`config.mk`:
```
export PLATFORM = sky130hd
export DESIGN_NAME = posit_stream_decoder
export DESIGN_NICKNAME = d
export VERILOG_FILES = /design/src/rtl/posit_decode_pkg.sv /design/src/rtl/posit_regime_count.sv /design/src/rtl/posit_stream_decoder.sv
export SDC_FILE = /design/constraint.sdc
export NUM_CORES = 1
export LEC_CHECK = 0
export ABC_AREA = 1
export CAP_MARGIN = 20
export CORE_MARGIN = 2
export CORE_UTILIZATION = 37
export DETAILED_ROUTE_END_ITERATION = 16
export PLACE_DENSITY = 0.67
export SYNTH_ARGS = -nofsm -noshare
export SYNTH_HDL_FRONTEND = slang
export SYNTH_HIERARCHICAL = 1
export SYNTH_SLANG_ARGS = --single-unit
```
`constraint.sdc`:
```
create_clock -name clock -period 2.78 [get_ports clock]
set_input_delay 0.278 -clock clock [delete_from_list [all_inputs] [get_ports clock]]
set_output_delay 0.278 -clock clock [all_outputs]
set_load 0.01 [all_outputs]
```
`src/rtl/posit_decode_pkg.sv`:
```
// Shared sizing helpers and the unpacked-posit record for the posit decode path.
// Default build configuration constants live here; the top can be overridden per instance.
package posit_decode_pkg;

  localparam int POSIT_WIDTH = 8;
  localparam int POSIT_ES    = 1;

  function automatic int exp_w(input int width, input int es);
    return $clog2(width) + es + 1;
  endfunction

  function automatic int frac_w(input int width, input int es);
    return width - 3 - es;
  endfunction

  localparam int EXP_W  = exp_w(POSIT_WIDTH, POSIT_ES);
  localparam int FRAC_W = frac_w(POSIT_WIDTH, POSIT_ES);

  typedef struct packed {
    logic                     sign;
    logic                     zero;
    logic                     inf;
    logic signed [EXP_W-1:0]  exp;
    logic        [FRAC_W-1:0] frac;
  } Unpacked;

endpackage

```
`src/rtl/posit_regime_count.sv`:
```
// Combinational regime decoder: measures the leading run of identical bits in the
// posit magnitude (sign bit removed) and left-aligns the bits after the run terminator.
module posit_regime_count #(
  parameter  int WIDTH = 8,
  localparam int RW    = $clog2(WIDTH),
  localparam int MW    = WIDTH - 1,
  localparam int REMW  = WIDTH - 3
) (
  input  logic [MW-1:0]   i_mag,
  output logic [RW-1:0]   o_run,
  output logic            o_pol,
  output logic [REMW-1:0] o_rem
);

  logic          w_found;
  logic [RW:0]   w_shift;

  assign o_pol = i_mag[MW-1];

  always_comb begin
    o_run   = RW'(MW);
    w_found = 1'b0;
    for (int i = MW - 2; i >= 0; i--) begin
      if (!w_found && (i_mag[i] != o_pol)) begin
        o_run   = RW'(MW - 1 - i);
        w_found = 1'b1;
      end
    end
  end

  // Drop run plus terminator; zeros shift in, so bits past the LSB read as 0.
  assign w_shift = {1'b0, o_run} + 1'b1;
  assign o_rem   = REMW'((i_mag << w_shift) >> (MW - REMW));

endmodule

```
`src/rtl/posit_stream_decoder.sv`:
```
// Valid/ready posit unpacker: stage 1 takes sign and magnitude, stage 2 extracts regime/exponent/fraction.
// Define POSIT_DECODE_OUT_REG_EN to add a third output register stage (latency 3).
module posit_stream_decoder
  import posit_decode_pkg::*;
#(
  parameter  int WIDTH = POSIT_WIDTH,
  parameter  int ES    = POSIT_ES,
  localparam int EW    = exp_w(WIDTH, ES),
  localparam int FW    = frac_w(WIDTH, ES)
) (
  input  logic                 clock,
  input  logic                 resetn,
  input  logic                 in_valid,
  output logic                 in_ready,
  input  logic [WIDTH-1:0]     in_bits,
  output logic                 out_valid,
  input  logic                 out_ready,
  output logic                 out_sign,
  output logic                 out_zero,
  output logic                 out_inf,
  output logic signed [EW-1:0] out_exp,
  output logic [FW-1:0]        out_frac
);

  localparam int RW = $clog2(WIDTH);

  typedef struct packed {
    logic                 sign;
    logic                 zero;
    logic                 inf;
    logic signed [EW-1:0] exp;
    logic [FW-1:0]        frac;
  } unpacked_t;

  logic             r_s1_valid;
  logic             r_s1_sign;
  logic             r_s1_zero;
  logic             r_s1_inf;
  logic [WIDTH-2:0] r_s1_mag;
  logic             r_s2_valid;
  unpacked_t        r_s2;

  logic             w_s1_en;
  logic             w_s2_en;
  logic [RW-1:0]    w_run;
  logic             w_pol;
  logic [WIDTH-4:0] w_rem;
  logic signed [EW-1:0] w_run_ext;
  logic signed [EW-1:0] w_k;
  logic signed [EW-1:0] w_exp;
  unpacked_t        w_fields;
  unpacked_t        w_out;

  posit_regime_count #(.WIDTH(WIDTH)) u_regime (
    .i_mag (r_s1_mag),
    .o_run (w_run),
    .o_pol (w_pol),
    .o_rem (w_rem)
  );

  assign w_run_ext = EW'(w_run);
  assign w_k       = w_pol ? (w_run_ext - EW'(1)) : -w_run_ext;
  assign w_exp     = (w_k <<< ES) + EW'(w_rem[WIDTH-4 -: ES]);

  always_comb begin
    w_fields.sign = r_s1_sign;
    w_fields.zero = r_s1_zero;
    w_fields.inf  = r_s1_inf;
    w_fields.exp  = (r_s1_zero || r_s1_inf) ? '0 : w_exp;
    w_fields.frac = (r_s1_zero || r_s1_inf) ? '0 : w_rem[FW-1:0];
  end

  always_ff @(posedge clock) begin
    if (!resetn) begin
      r_s1_valid <= 1'b0;
      r_s1_sign  <= 1'b0;
      r_s1_zero  <= 1'b0;
      r_s1_inf   <= 1'b0;
      r_s1_mag   <= '0;
    end else if (w_s1_en) begin
      r_s1_valid <= in_valid;
      r_s1_sign  <= in_bits[WIDTH-1];
      r_s1_zero  <= (in_bits == '0);
      r_s1_inf   <= (in_bits == {1'b1, {(WIDTH-1){1'b0}}});
      r_s1_mag   <= (WIDTH-1)'(in_bits[WIDTH-1] ? -in_bits : in_bits);
    end
  end

  always_ff @(posedge clock) begin
    if (!resetn) begin
      r_s2_valid <= 1'b0;
      r_s2       <= '0;
    end else if (w_s2_en) begin
      r_s2_valid <= r_s1_valid;
      r_s2       <= w_fields;
    end
  end

`ifdef POSIT_DECODE_OUT_REG_EN
  logic      r_s3_valid;
  unpacked_t r_s3;
  logic      w_s3_en;

  assign w_s3_en = !r_s3_valid || out_ready;
  assign w_s2_en = !r_s2_valid || w_s3_en;

  always_ff @(posedge clock) begin
    if (!resetn) begin
      r_s3_valid <= 1'b0;
      r_s3       <= '0;
    end else if (w_s3_en) begin
      r_s3_valid <= r_s2_valid;
      r_s3       <= r_s2;
    end
  end

  assign out_valid = r_s3_valid;
  assign w_out     = r_s3;
`else
  assign w_s2_en   = !r_s2_valid || out_ready;
  assign out_valid = r_s2_valid;
  assign w_out     = r_s2;
`endif

  // A stage advances when it is empty or the stage after it advances.
  assign w_s1_en  = !r_s1_valid || w_s2_en;
  assign in_ready = resetn && w_s1_en;

  assign out_sign = w_out.sign;
  assign out_zero = w_out.zero;
  assign out_inf  = w_out.inf;
  assign out_exp  = w_out.exp;
  assign out_frac = w_out.frac;

endmodule

```
[Yosys cells after proc, flatten, opt, wreduce, memory -nomap -nowiden]
Cells that the tools add are included.
Storage, ports and cells
  bits in registers: 24
  input bits: 12
  output and inout port bits: 14
  word-level logic and storage cells: 56
Cells by class
  add/sub/neg operators: 5
  eq/ne operators: 7
  shifts and indexed selects: 1
  muxes and demuxes: 15
  reduce and logical (&&, ||, !) cells: 17
Operators with widths (count)
  3-bit two-way mux: 6
  8-bit equality test (second input constant): 1
  8-bit zero test: 1
  4-bit two-way mux: 2
  1-bit zero test: 7
  7-bit two-way mux: 1
  7-bit negator: 1
  7-bit by 4-bit << shifter with 7-bit output: 1
  1-bit logical AND: 6
  1-bit inequality test: 6
  5-bit by 1-bit adder with 5-bit output: 1
  1-bit two-way mux: 5
  5-bit two-way mux: 1
  3-bit by 1-bit adder with 4-bit output (second input constant): 1
  3-bit negator with 4-bit output: 1
  3-bit by 1-bit subtractor with 4-bit output (second input constant): 1
  1-bit logical OR: 3

[Logic depth before layout (Yosys ltp)]
Gate-level depths: netlist of the first run.
  depth after elaboration: 21
  mapped depth: 20
  gate-level depth less buffers: 19

[By module]
Netlist of the first run, hierarchy kept.
By module, submodules not included
  posit_stream_decoder: times used 1, cells each 156, area an instance 1112.3 um^2, seq. area each 480.5 um^2
  posit_regime_count: times used 1, cells each 87, area an instance 523.0 um^2, seq. area each 0.0 um^2

[Worst setup path after synthesis of the first run]
Ideal clock, no wire load.
  path kind: reg-to-reg
  start point: register r_s1_mag[6]
  end point: register r_s2 (netlist bit out_exp[0])
  setup time: 0.132 ns
  arrival: 2.024 ns
  data required time: 2.648 ns
  setup slack: 0.623 ns
  stages on the path, launching flop included: 16
  buffers on the path: 1
  period minus slack after synthesis: 2.157 ns
  cell sequence: dfxtp_1 > buf_6 > nand2_2 > nand2_2 > inv_2 > nor2_2 > nand4_4 > nand2_4 > inv_1 > ha_1 > inv_1 > nand3_1 > o211ai_1 > nand2_1 > nand2_1 > a21oi_1
On the way
  longest elaborated chain between the ends: 21
  elaborated cells on any way between the ends: 31
  classes of those cells: 2 x add/sub; 6 x eq/ne; 1 x shift; 12 x mux; 10 x reduce/logical
RTL lines
  start: declaration: line posit_stream_decoder.sv:39  | logic [WIDTH-2:0] r_s1_mag;
  start signal: assignment: line posit_stream_decoder.sv:85  | r_s1_mag <= (WIDTH-1)'(in_bits[WIDTH-1] ? -in_bits : in_bits);
  1-bit inequality test: line posit_regime_count.sv:24  | if (!w_found && (i_mag[i] != o_pol)) begin
  1-bit two-way mux: line posit_regime_count.sv:24
  1-bit zero test: line posit_regime_count.sv:24
  1-bit logical AND: line posit_regime_count.sv:24
  1-bit two-way mux: line posit_regime_count.sv:24
  1-bit zero test: line posit_regime_count.sv:24
  1-bit logical AND: line posit_regime_count.sv:24
  1-bit two-way mux: line posit_regime_count.sv:24
  (+7 left out)
  1-bit logical AND: line posit_regime_count.sv:24
  3-bit two-way mux *: line posit_regime_count.sv:24
  named net w_run[0]: line posit_stream_decoder.sv:45  | logic [RW-1:0] w_run;
  3-bit by 1-bit adder with 4-bit output *: line posit_regime_count.sv:32  | assign w_shift = {1'b0, o_run} + 1'b1;
  7-bit by 4-bit << shifter with 7-bit output *: line posit_regime_count.sv:33  | assign o_rem = REMW'((i_mag << w_shift) >> (MW - REMW));
  named net w_rem[4]: line posit_stream_decoder.sv:47  | logic [WIDTH-4:0] w_rem;
  5-bit by 1-bit adder with 5-bit output *: line posit_stream_decoder.sv:63  | assign w_exp = (w_k <<< ES) + EW'(w_rem[WIDTH-4 -: ES]);
  5-bit two-way mux *: line posit_stream_decoder.sv:69  | w_fields.exp = (r_s1_zero || r_s1_inf) ? '0 : w_exp;
  end signal: assignment: line posit_stream_decoder.sv:95  | r_s2 <= w_fields;
  end: declaration: line posit_stream_decoder.sv:41  | unpacked_t r_s2;
The timed path passes the listed nets; every way through them passes the cells marked *.
A chain may end at the register's enable or synchronous reset.

[Worst setup path after layout of the first run]
  start point: register r_s1_mag[5]
  end point: register r_s2 (netlist bit out_exp[0])
On the way
  longest elaborated chain between the ends: 21
  elaborated cells on any way between the ends: 26
  classes of those cells: 2 x add/sub; 1 x eq/ne; 1 x shift; 12 x mux; 10 x reduce/logical
RTL lines (line)
  1-bit inequality test *: posit_regime_count.sv:24
  1-bit two-way mux *: posit_regime_count.sv:24
  1-bit zero test: posit_regime_count.sv:24
  1-bit logical AND: posit_regime_count.sv:24
  1-bit two-way mux: posit_regime_count.sv:24
  1-bit zero test: posit_regime_count.sv:24
  1-bit logical AND: posit_regime_count.sv:24
  1-bit two-way mux: posit_regime_count.sv:24
  (+7 left out)
  1-bit logical AND: posit_regime_count.sv:24
  3-bit two-way mux *: posit_regime_count.sv:24
  named net w_run[0]: posit_stream_decoder.sv:45
  3-bit by 1-bit adder with 4-bit output *: posit_regime_count.sv:32
  7-bit by 4-bit << shifter with 7-bit output *: posit_regime_count.sv:33
  named net w_rem[4]: posit_stream_decoder.sv:47
  5-bit by 1-bit adder with 5-bit output *: posit_stream_decoder.sv:63
  5-bit two-way mux *: posit_stream_decoder.sv:69
Marks and branches as above.

==> out/results.ini, run 1 <==
[finish]
drive_above_1_share_pct = 13.4
nFillCells = 460
nNetsFinal = 286
top_register = r_s1_mag
design_area_um2 = 2000
num_antenna_cells = 0
largest_register_ffs = 7
final_cell_count_no_fill = 321
syn_to_final_growth_pct = 22.5

[grt]
grt_max_degree = 19
grt_first_pass_wirelength_um = 6000
antenna_found_initial = 0
grt-ovfl-total = 0
grt_pass1_vias = 1449
grt.total_usage_pct = 14.6

[status]
status = complete, no violations

[power_and_ir_drop]
peakVddDrop_uv = 299
power.density_nw_per_um2 = 610
leakage_nw = 0.957
power_mw = 1.22

[detailed_routing]
ant_nets = 0
drc = 0
drt-initial-drc-count = 68
wl_per_cell_um = 10.1
drtPass1Iterations = 4
drt-total-wl_um = 3240
viasPerCell = 4.76
dr_total_vias = 1529

[yosys]
synthCells = 243
synth_seq_cells = 24
postSynthAreaPerCell_um2 = 6.73
syn-num-nets = 259
yosys.area_share.simple_pct = 38.2
synth_compound_area_share_pct = 13.9
synth_cell_type_count = 35
synth_top_family_by_area = simple AND/OR/NAND/NOR gates
synth_xor_area_share_pct = 4.36
ys_seq_area_share_pct = 29.4
synth_fa_ha_area_share_pct = 3.06
synthMuxAreaShare_pct = 0
yosys_warnings = 6
synth_area_um2 = 1640

[setup_path]
criticalPathCategory = reg -> reg
crit_path_top_delay_cell = dfxtp_1
critPathTopFamily = simple AND/OR/NAND/NOR gates
path_buf_inv = 3
endpoint_kind = register
cp.required_ns = 2.92
worst_setup_path_start_kind = register
worstPathMaxFanout = 8
crit_arrival_ns = 2.48
cp_slowest_stage_delay_ns = 0.49
worstPathCellList = nand2_2, nand2_2, inv_2, nor2_2, nand4_4, nand2_4, inv_1, ha_1, inv_1, nand3_1, o211ai_1, nand2_1, nand2_1, a21oi_1

[sta]
hold_violations = 0
setup_viol = 0
worst_pin_slew_ns = 0.392
finalSetupTns_ns = 0
clock.fmax_ghz = 0.428
max_slew_margin_pct = 73.9
fin_ws_ns = 0.443
fin_crit_sh_pct = 84.1
fin_skew_ns = 0.00437
fin_crit_ns = 2.34
slew_violations = 0
rsz0062_at_grt = no

[cts]
tritoncts = done
htreeDepth = 1
cts_root_buffer = clkbuf_8
cts.sinks = 24
post_cts_buffers = 0
cts_inserted_buffers = 3
insertion_delay_ns = 0.26
cts.clk_slew.worst_paths_ns = 0.09
clockBufferDepth = 2

[placement]
dpl.hpwl_um = 2630
dpl.cell_count = 317
pre_cts_ws_ns = 0.311
port_buffers = 25
gp_congestion = 0.861
dpl_cell_area_um2 = 1930

[die]
start_util_pct = 38.1
boundaryPins = 26
fp.dieH_um = 70.5
fp.dieW_um = 70.5
rows = 24
core_um2 = 4290
dieArea_um2 = 4970

[job]
maxCapViolCount = 0

[worst_hold_path]
hp-class = reg -> reg

## synth_stat cells, drive strengths merged
master / n / area, um2
xor2: 5 / 43.8
nand2: 75 / 312
buf: 5 / 42.5
inv: 35 / 131
a21oi: 19 / 95.1
nand3b: 1 / 7.51
o211ai: 1 / 7.51
a211oi: 2 / 20.0
clkbuf: 2 / 7.51
ha: 4 / 50.1
nor2: 25 / 133
nand4: 3 / 33.8
o21ai: 16 / 91.3
nand3: 20 / 118
a31oi: 1 / 6.26
or2: 1 / 6.26
nor3: 2 / 15.0
dfxtp: 24 / 480
xnor2: 1 / 27.5
o21a: 1 / 7.51
## layer usage
| metal | GRT usage [%] | vias to the layer above | wire length, um |
|---|---|---|---|
| li1 | - | 823 | - |
| met1 | 18.1 | 683 | 1560 |
| met2 | 25.4 | 21 | 1540 |
| met3 | 3.03 | 2 | 99 |
| met4 | 3.85 | 0 | 36 |
| met5 | 0 | - | 0 |
## tightest hold or removal path, delay by kind of cell (launching register included)
kind	cells	cell delay, ns
AND/OR/NAND/NOR	1	0.06
AO/OA/AOI/OAI	1	0.05
flip-flops	1	0.31
## layout by cell type (no fill, tap or decap), types with 5 or more instances in the layout
master / netlist / layout
inv_2: 5 / 5
a21oi_1: 19 / 19
nand2_2: 6 / 6
nand3_1: 18 / 18
nor2_1: 19 / 19
dfxtp_1: 24 / 23
clkdlybuf4s50_1: 0 / 25
inv_1: 30 / 30
nand2_1: 67 / 67
o21ai_0: 12 / 12
xor2_1: 5 / 5
## stage by stage
stage | utilization [%] | hold slack [ns]
final | 46.6 | 0.466
after floorplan | - | 0.402
after CTS | 46.6 | 0.469
after global routing | 46.6 | 0.493
after detailed placement | 45.0 | 0.456
after global placement | 45.0 | 0.453
## power by group
group          total [mW]  internal [mW]  leakage (nW)  switching (mW)
sequential          0.423          0.389         0.199          0.0338
clock               0.304          0.192        0.0357           0.112
combinational       0.495          0.221         0.723           0.274
## timing repair
action / in CTS / in global routing
hold buffers: 0 / 0
resized for setup: 0 / 1
setup endpoints to repair: 0 / 2
hold endpoints to repair: 0 / 0
## cell type report
cell class / count / area, um2 / share of cell area (%)
clock buffer: 3 / 41.3 / 2.06
inverter: 35 / 131 / 6.56
tap: 52 / 65.1 / 3.25
timing repair buffer: 29 / 280 / 14.0
sequential: 24 / 482 / 24.0
clock inverter: 1 / 30.0 / 1.50
multi-input combinational: 177 / 973 / 48.6
## final timing paths
| kind | start | to | slack (ns) | depth (start not counted) |
|---|---|---|---|---|
| worst min-delay path | out_exp[2] | out_exp[2] | 0.47 | 2 |
| worst max-delay path | r_s1_mag[5] | out_exp[0] | 0.44 | 14 |
| worst min register to register | out_exp[2] | out_exp[2] | 0.47 | 2 |
| worst max register to register | r_s1_mag[5] | out_exp[0] | 0.44 | 14 |
## kinds of logic after synthesis
family                     Yosys count
AOI/OAI and AO/OA                   40
xor gates and xnor gates             6
and+or+nand+nor                    127
buffers and inverters               42
adders and majority gates            4
DFF                                 24
No activity file was read; power rests on OpenSTA's default activity.
==> run 2, diff against run 1 <==
Clock period 2.78 ns to 2.2 ns, I/O delays scaled along.
==> run 2 against run 1 <==
Register-to-register slack got worse by 0.38 ns. Clock power rose by 28%. Via count rose by 6.5%. Largest power group unchanged. Sequential share of layout area fell by 2.5 points. Fmax rose by 9.4%. Final area rose by 12%. Routed wire length rose by 12%. Worst hold slack got worse by 0.00063 ns.
==> out/results.ini, run 2 (synthesized netlist as in run 1, its figures left out) <==
[detailed_routing]
viasPerCell = 4.79  ; was 4.76
drt-total-wl_um = 3640  ; was 3240 um
dr_total_vias = 1629  ; was 1529
drc = 0  ; unchanged
drt-initial-drc-count = 69  ; was 68
ant_nets = 0  ; unchanged
wl_per_cell_um = 10.7  ; was 10.1 um
drtPass1Iterations = 4  ; unchanged

[finish]
syn_to_final_growth_pct = 37.8  ; was 22.5%
num_antenna_cells = 0  ; unchanged
top_register = r_s1_mag  ; unchanged
design_area_um2 = 2250  ; was 2000 um2
largest_register_ffs = 7  ; unchanged
nNetsFinal = 305  ; was 286
layout_common_cells = 65 x nand2_1, 27 x inv_1, 25 x clkdlybuf4s50_1  ; was 67 x nand2_1, 30 x inv_1, 25 x clkdlybuf4s50_1
final_common_cell = nand2_1  ; unchanged
drive_above_1_share_pct = 24.3  ; was 13.4%

[sta]
fin_crit_sh_pct = 97.1  ; was 84.1%
clock.fmax_ghz = 0.468  ; was 0.428 GHz
setup_viol = 0  ; unchanged
slew_violations = 0  ; unchanged
rsz0062_at_grt = yes  ; was no
hold_violations = 0  ; unchanged
max_slew_margin_pct = 70.3  ; was 73.9%
worst_pin_slew_ns = 0.445  ; was 0.392 ns
fin_skew_ns = 0.00971  ; was 0.00437 ns
fin_crit_ns = 2.14  ; was 2.34 ns

[grt]
grt_pass1_vias = 1557  ; was 1449
grt.total_usage_pct = 15.8  ; was 14.6%
grt_max_degree = 18  ; was 19
grt-ovfl-total = 0  ; unchanged
grt_first_pass_wirelength_um = 6490  ; was 6000 um
antenna_found_initial = 0  ; unchanged

[power_and_ir_drop]
peakVddDrop_uv = 299  ; about the same
seqPwrFrac_pct = 30.7  ; was 34.6%
power.internal_mw = 1.12  ; was 0.802 mW
p_sw_share_pct = 35.2  ; was 34.3%
power_mw = 1.73  ; was 1.22 mW
p_clk_share_pct = 22.6  ; was 24.9%
power.density_nw_per_um2 = 766  ; was 610 nW/um2
leakage_nw = 1.06  ; was 0.957 nW
pwr-share-comb_pct = 46.7  ; was 40.5%
p_switching_mw = 0.608  ; was 0.419 mW

[cts]
cts.clk_slew.worst_paths_ns = 0.09  ; about the same
insertion_delay_ns = 0.27  ; was 0.26 ns
clockBufferDepth = 2  ; unchanged
htreeDepth = 1  ; unchanged
cts.sinks = 24  ; unchanged
cts_root_buffer = clkbuf_8  ; unchanged
cts_inserted_buffers = 3  ; unchanged
hold_buffers = 0  ; unchanged
tritoncts = done  ; unchanged

[job]
maxCapViolCount = 0  ; unchanged

[setup_path]
worstPathMaxFanout = 5  ; was 8
crit_arrival_ns = 2.35  ; was 2.48 ns
cp.required_ns = 2.41  ; was 2.92 ns
criticalPathCategory = reg -> reg  ; unchanged
worst_setup_path_start_kind = register  ; unchanged
endpoint_kind = register  ; unchanged

[worst_hold_path]
hp-class = reg -> reg  ; unchanged

[die]
rows = 24  ; unchanged
dieArea_um2 = 4970  ; unchanged
core_um2 = 4290  ; unchanged
start_util_pct = 38.1  ; unchanged
fp.dieH_um = 70.5  ; unchanged
boundaryPins = 26  ; unchanged
fp.dieW_um = 70.5  ; unchanged

[placement]
gp_congestion = 0.820  ; was 0.861
port_buffers = 25  ; unchanged
dpl.hpwl_um = 2860  ; was 2630 um
dpl_cell_area_um2 = 2070  ; was 1930 um2

[status]
status = complete, no violations  ; unchanged

-- run 2: cell types whose count changed in the layout (fill, tap and decap cells not counted), sizes merged --
cell  delta
buf     +19
-- run 2: critical path, stage by stage, from the launching register on --
cell	delay [ns]
dfxtp_2	0.35
buf_6	0.13
inv_4	0.04
nand2_4	0.05
nand2_4	0.06
nand3_4	0.11
nor2_4	0.05
a211oi_4	0.29
ha_4	0.20
xor2_4	0.18
nand2_2	0.09
inv_2	0.10
o21ai_2	0.07
nor2_1	0.15
nand2_1	0.09
a21oi_2	0.13
-- run 2: through the flow --
stage	setup TNS [ns]	utilization [%]	instances	hold WS (ns)	setup WS, ns
6_report	0	52.5	340	0.465	0.0640
4_1_cts	0	49.9	339	0.471	0.00851
2_1_floorplan	0	-	243	0.344	0.0432
5_1_grt	-0.112	52.5	340	0.481	-0.0712
3_3_place_gp	0	48.1	335	0.454	0.0171
3_5_place_dp	-0.0542	48.1	335	0.456	-0.0389
-- run 2: final cells by class --
class	count	area [um2]
Clock inverter	1	30.0
Multi-Input combinational cell	177	1060
Fill cell	402	2040
Sequential cell	24	485
Timing Repair Buffer	48	430
Tap cell	52	65.1
Clock buffer	3	41.3
Inverter	35	136
-- run 2: what timing repair did --
action / in CTS / in global routing
hold endpoints to repair: 0 / 0
pin swaps: 1 / 15
setup endpoints to repair: 2 / 6
setup buffers: 0 / 2
gates resized for setup: 1 / 27
-- run 2: worst paths after layout --
kind / start / to / slack (ns) / cells after the start
worst max-delay path: r_s1_mag[6] / out_frac[1] / 0.06 / 15
worst min-delay path: out_frac[2] / out_frac[2] / 0.47 / 2
worst max register to register: r_s1_mag[6] / out_frac[1] / 0.06 / 15
worst min register to register: out_frac[2] / out_frac[2] / 0.47 / 2
-- run 2: power groups by stage --
stage / Combinational [mW] / Clock (mW) / Sequential (mW)
finish: 0.807 / 0.390 / 0.530
global route: 0.897 / 0.413 / 0.538
CTS: 0.725 / 0.404 / 0.527
detailed placement: 0.717 / 0 / 0.537
global placement: 0.706 / 0 / 0.537
floorplan: 0.429 / 0 / 0.556
-- run 2: per-layer routing --
metal / vias to the layer above / track usage, % / routed length [um]
met5: - / 0 / 0
met1: 740 / 19.6 / 1650
li1: 856 / - / -
met3: 6 / 3.03 / 110
met4: 0 / 4.06 / 54
met2: 27 / 28.0 / 1830
